**src/rtl/demux_pkg.sv**
```systemverilog
// demux_pkg: shared parameter defaults and select-width helper for demux_stream
package demux_pkg;
  localparam int DEF_ELEM_WIDTH = 8;
  localparam int DEF_NUM_ELEM = 6;
  localparam int DEF_SEL_WIDTH = $clog2(DEF_NUM_ELEM);
  typedef logic [DEF_SEL_WIDTH-1:0] sel_t;
  function automatic int sel_width(input int n);
    return (n > 1) ? $clog2(n) : 1;
  endfunction
endpackage

```
**src/rtl/demux_stream_decoder.sv**
```systemverilog
// demux_stream_decoder: binary lane index to one-hot select, gated by an enable
module demux_stream_decoder import demux_pkg::*; #(
  parameter int N = DEF_NUM_ELEM,
  parameter int W = sel_width(DEF_NUM_ELEM)
) (
  input  logic         en,
  input  logic [W-1:0] idx,
  output logic [N-1:0] oh
);
  // one bit per lane; an index with no matching lane yields all zeros
  always_comb begin
    oh = '0;
    for (int i = 0; i < N; i++) oh[i] = en && (int'(idx) == i);
  end
endmodule

```
**src/rtl/demux_stream.sv**
```systemverilog
// demux_stream: registered 1-to-NUM_ELEM stream demux; DEMUX_SEL_CHECK_EN drops out-of-range beats and pulses err_o
module demux_stream import demux_pkg::*; #(
  parameter int ELEM_WIDTH = DEF_ELEM_WIDTH,
  parameter int NUM_ELEM = DEF_NUM_ELEM,
  localparam int SEL_WIDTH = sel_width(NUM_ELEM)
) (
  input  logic                               clk_i,
  input  logic                               arst_ni,
  input  logic [SEL_WIDTH-1:0]               s_i,
  input  logic [ELEM_WIDTH-1:0]              i_data_i,
  input  logic                               i_valid_i,
  output logic                               i_ready_o,
  output logic [NUM_ELEM-1:0][ELEM_WIDTH-1:0] o_data_o,
  output logic [NUM_ELEM-1:0]                o_valid_o,
  input  logic [NUM_ELEM-1:0]                o_ready_i,
  output logic                               err_o
);
  logic                  full_q;
  logic [ELEM_WIDTH-1:0] data_q;
  logic [SEL_WIDTH-1:0]  dest_q;
  logic [NUM_ELEM-1:0]   lane_oh;
  logic                  drain;
  logic                  accept;
  logic                  load;
  demux_stream_decoder #(.N(NUM_ELEM), .W(SEL_WIDTH)) u_decoder (
    .en (full_q),
    .idx(dest_q),
    .oh (lane_oh)
  );
  assign drain = |(lane_oh & o_ready_i);
  assign i_ready_o = !full_q || drain;
  assign accept = i_valid_i && i_ready_o;
  assign o_valid_o = lane_oh;
  // only the selected lane carries the held beat, all others read zero
  always_comb begin
    for (int i = 0; i < NUM_ELEM; i++) o_data_o[i] = lane_oh[i] ? data_q : '0;
  end
`ifdef DEMUX_SEL_CHECK_EN
  logic in_range;
  assign in_range = int'(s_i) < NUM_ELEM;
  assign load = accept && in_range;
  // out-of-range beat is consumed but never stored; flag it for one cycle
  always_ff @(posedge clk_i or negedge arst_ni) begin
    if (!arst_ni) err_o <= 1'b0;
    else err_o <= accept && !in_range;
  end
`else
  assign load = accept;
  assign err_o = 1'b0;
`endif
  // single pipeline slot: reload on accept, empty on drain, otherwise hold
  always_ff @(posedge clk_i or negedge arst_ni) begin
    if (!arst_ni) begin
      full_q <= 1'b0;
      data_q <= '0;
      dest_q <= '0;
    end else begin
      full_q <= load || (full_q && !drain);
      if (load) begin
        data_q <= i_data_i;
        dest_q <= s_i;
      end
    end
  end
endmodule

```
**config.mk**
```make
export PLATFORM = sky130hd
export DESIGN_NAME = demux_stream
export DESIGN_NICKNAME = d
export VERILOG_FILES = /design/src/rtl/demux_pkg.sv /design/src/rtl/demux_stream_decoder.sv /design/src/rtl/demux_stream.sv
export SDC_FILE = /design/constraint.sdc
export NUM_CORES = 1
export LEC_CHECK = 0
export ABC_AREA = 0
export CAP_MARGIN = 40
export CORE_MARGIN = 4
export CORE_UTILIZATION = 35
export DETAILED_ROUTE_END_ITERATION = 6
export PLACE_DENSITY = 0.85
export SYNTH_ARGS = -nofsm -noshare
export SYNTH_HDL_FRONTEND = slang
export SYNTH_SLANG_ARGS = --single-unit
```
**constraint.sdc**
```tcl
create_clock -name clk_i -period 2.6 [get_ports clk_i]
set_input_delay 0.52 -clock clk_i [delete_from_list [all_inputs] [get_ports clk_i]]
set_output_delay 0.52 -clock clk_i [all_outputs]
set_load 0.05 [all_outputs]
```
==> impl_results.md <==
- Largest family of logic cells by synthesized area: simple AND/OR/NAND/NOR gates
- Ant diodes: 0
- Compound-gate portion of the synthesized area: 3.26%
- Die footprint: 3640 µm²
- Post-route DRC: 0
- Hold_buf cts: 0
- Synth warn: 0
- Fin Setup TNS: 0 ps
- Row count: 18
- Asr flop ratio synth: 100%
- Share of layout cells above drive strength 1: 43.4%
- Cell variety after synth: 25
- Clk Latency, worst-skew pair: 260 ps
- First-pass GRT wire length: 4.60 mm
- Worst-path fanout max: 2
- I/O pin cnt: 76
- Leak pwr: 0.938 nW
- HPWL after DPL: 2.69 mm
- Final Hold Fails: 0
- Post-Layout Cell Count: 203
- Die width: 60.4 µm
- Initial DRT Pass Iterations: 4
- GRT Overall Usage: 16.6%
- Slew headroom: 65.1%
- Pin count of the biggest net entering global routing: 13
- Routed Antenna Nets: 0
- Post-placement cell count: 200
- Worst-path clk slew: 70 ps
- Yosys reg bits: 12
- Synth Cell Area: 960 µm²
- Initial core utilization: 37.7%
- Status: complete, no violations
- Register area share after synthesis: 31.3%
- Top_reg_cell synth: dfrtp_1
- Number of synthesized flops with an enable pin: 0
- Pwr Density: 1360 nW/µm²
- Maximum clock path buffer count: 2
- Die Ht: 60.4 µm
- Avg WL per Cell: 15.0 µm
- Synth-to-layout area growth: 113%
- Cts bufs inserted: 3
- Post-synthesis xor/xnor area fraction: 0%
- RD Place Congestion: 0.816
- Psw: 1.44 mW
- Clock sink total: 12
- Max VDD drop: 1.05 mV
- Core Area: 2540 µm²
- Period utilization: 93.0%
- Fmax: 414 MHz
- Overflow after GRT: 0
- Worst Skew: 1.63 ps
- Post-Synth Simple-Gate Area: 43.4%
- Mean post-synth cell area: 9.60 µm²
- Setup violators final: 0
- CTS tree: done
- Vias/cell: 4.78
- Clock Power Share: 3.8%
- Max Cap Viol: 0
- Root Buffer Master: clkbuf_4
- Final WL: 3.05 mm
- # fillers: 151
- Synth Area in Adders: 0%
- Comb pwr share: 79.9%
- Final min period: 2420 ps
- Vias in the first global route: 976
- Syn Nets: 120
- # port buffers: 74
- RSZ-0062 raised after global routing: false
- Worst hold path class: in -> async
- Internal Power: 1.34 mW
- # H-tree levels: 1
- Seq pwr share: 16.4%
- Post-synthesis cell count: 100
- Initial DRC Count: 19
- Switch share: 51.8%
- Mux cell area share after synthesis: 17.9%
- Pins Over Slew Limit: 0
- Crit Path Class: in -> out
- Startpoint Class: primary input
- Setup crit end kind: output port
- Critical Path RT: 2080 ps
- Nets: 195
- Worst-Margin Slew: 522 ps
- Initial antenna violation count: 0
- Worst endpoint data arrival time: 1900 ps
- Vias: 970
-- placed cells by master (no fill, tap or decap), types with 2 or more instances in the layout --
master and count:
mux2_4 10, buf_12 35, clkbuf_4 3, clkdlybuf4s50_1 19, nand2b_1 3, nand2_1 2, nor2_1 2, buf_4 22
nand3b_1 2, and2_1 48, dfrtp_1 12
-- power groups by stage --
stage	combinational, mW	sequential [mW]	clock, mW
2_1_floorplan	1.37	0.363	0
3_3_place_gp	2.19	0.451	0
3_5_place_dp	2.22	0.459	0
4_1_cts	2.23	0.455	0.109
5_1_grt	2.30	0.488	0.114
6_report	2.22	0.455	0.104
-- synthesized netlist by cell type, types with 2 or more instances --
cell       n  share of area [%]
and2_1    48                 31
nand2b_1   3                2.0
mux2_4    10                 16
clkbuf_1   2               0.78
nor3b_2    2                2.6
nand2_1    2               0.78
nor2_1     2               0.78
dfrtp_1   12                 31
nand3b_1   2                1.6
buf_2      2                1.0
-- metal layers --
metal	vias to the layer above	GRT usage [%]	wire, µm
li1	472	-	-
met1	437	19.2	1100
met2	57	30.9	1520
met3	4	3.40	380
met4	0	4.11	50
met5	-	0	0
-- state kept, by name (all words and copies together) (netlist names) --
register	count
full_q	1
data_q	8
dest_q	3
-- area by class of cell --
type	instances	area [µm²]	area share [%]
Clock buffer	3	22.5	1.10
Timing Repair Buffer	76	1060	51.6
Sequential cell	12	300	14.7
Multi-Input combinational cell	82	629	30.8
Tap cell	30	37.5	1.83
-- stage by stage --
| stage | utilization (%) | cell area [µm²] | total power, mW | setup slack [ps] | hold WS, ps |
|---|---|---|---|---|---|
| 2_1_floorplan | - | 960 | 1.74 | 20.9 | 224 |
| 6_report | 80.4 | 2050 | 2.78 | 182 | 606 |
| 3_3_place_gp | 79.3 | 2020 | 2.64 | 266 | 600 |
| 4_1_cts | 80.1 | 2040 | 2.79 | 96.2 | 617 |
| 3_5_place_dp | 79.3 | 2020 | 2.68 | 180 | 612 |
| 5_1_grt | 80.4 | 2050 | 2.91 | 95.0 | 664 |
-- worst paths after layout --
check                                            from                     to  slack (ps)  cells past startpoint
worst max-delay path                     o_ready_i[0]              i_ready_o         180                      5
worst min-delay path                          arst_ni  data_q[3]$_DFFE_PN0P_         610                      1
worst max register to register  dest_q[0]$_DFFE_PN0P_  data_q[6]$_DFFE_PN0P_         720                      5
worst min register to register  data_q[3]$_DFFE_PN0P_  data_q[3]$_DFFE_PN0P_         620                      1
max in group asynchronous                     arst_ni  dest_q[1]$_DFFE_PN0P_        1650                      1
min in group clk_i              data_q[3]$_DFFE_PN0P_  data_q[3]$_DFFE_PN0P_         620                      1
-- timing repair --
item                                    4_1_cts  5_1_grt
buffers inserted                              0        0
resized for setup                             0        1
endpoints found under the setup margin        0        8
-- cells by family after synthesis --
logic type      after synthesis
simple gates                 65
flops                        12
mux                          12
other cells                   1
buf+inv                       6
compound gates                4
-- worst max-delay path, cell delays in order --
cell and delay (ps):
clkdlybuf4s50_1 450, or3b_1 370, a21oi_2 190, or3_1 210, buf_12 150
Power figures use the tool's default switching activity.
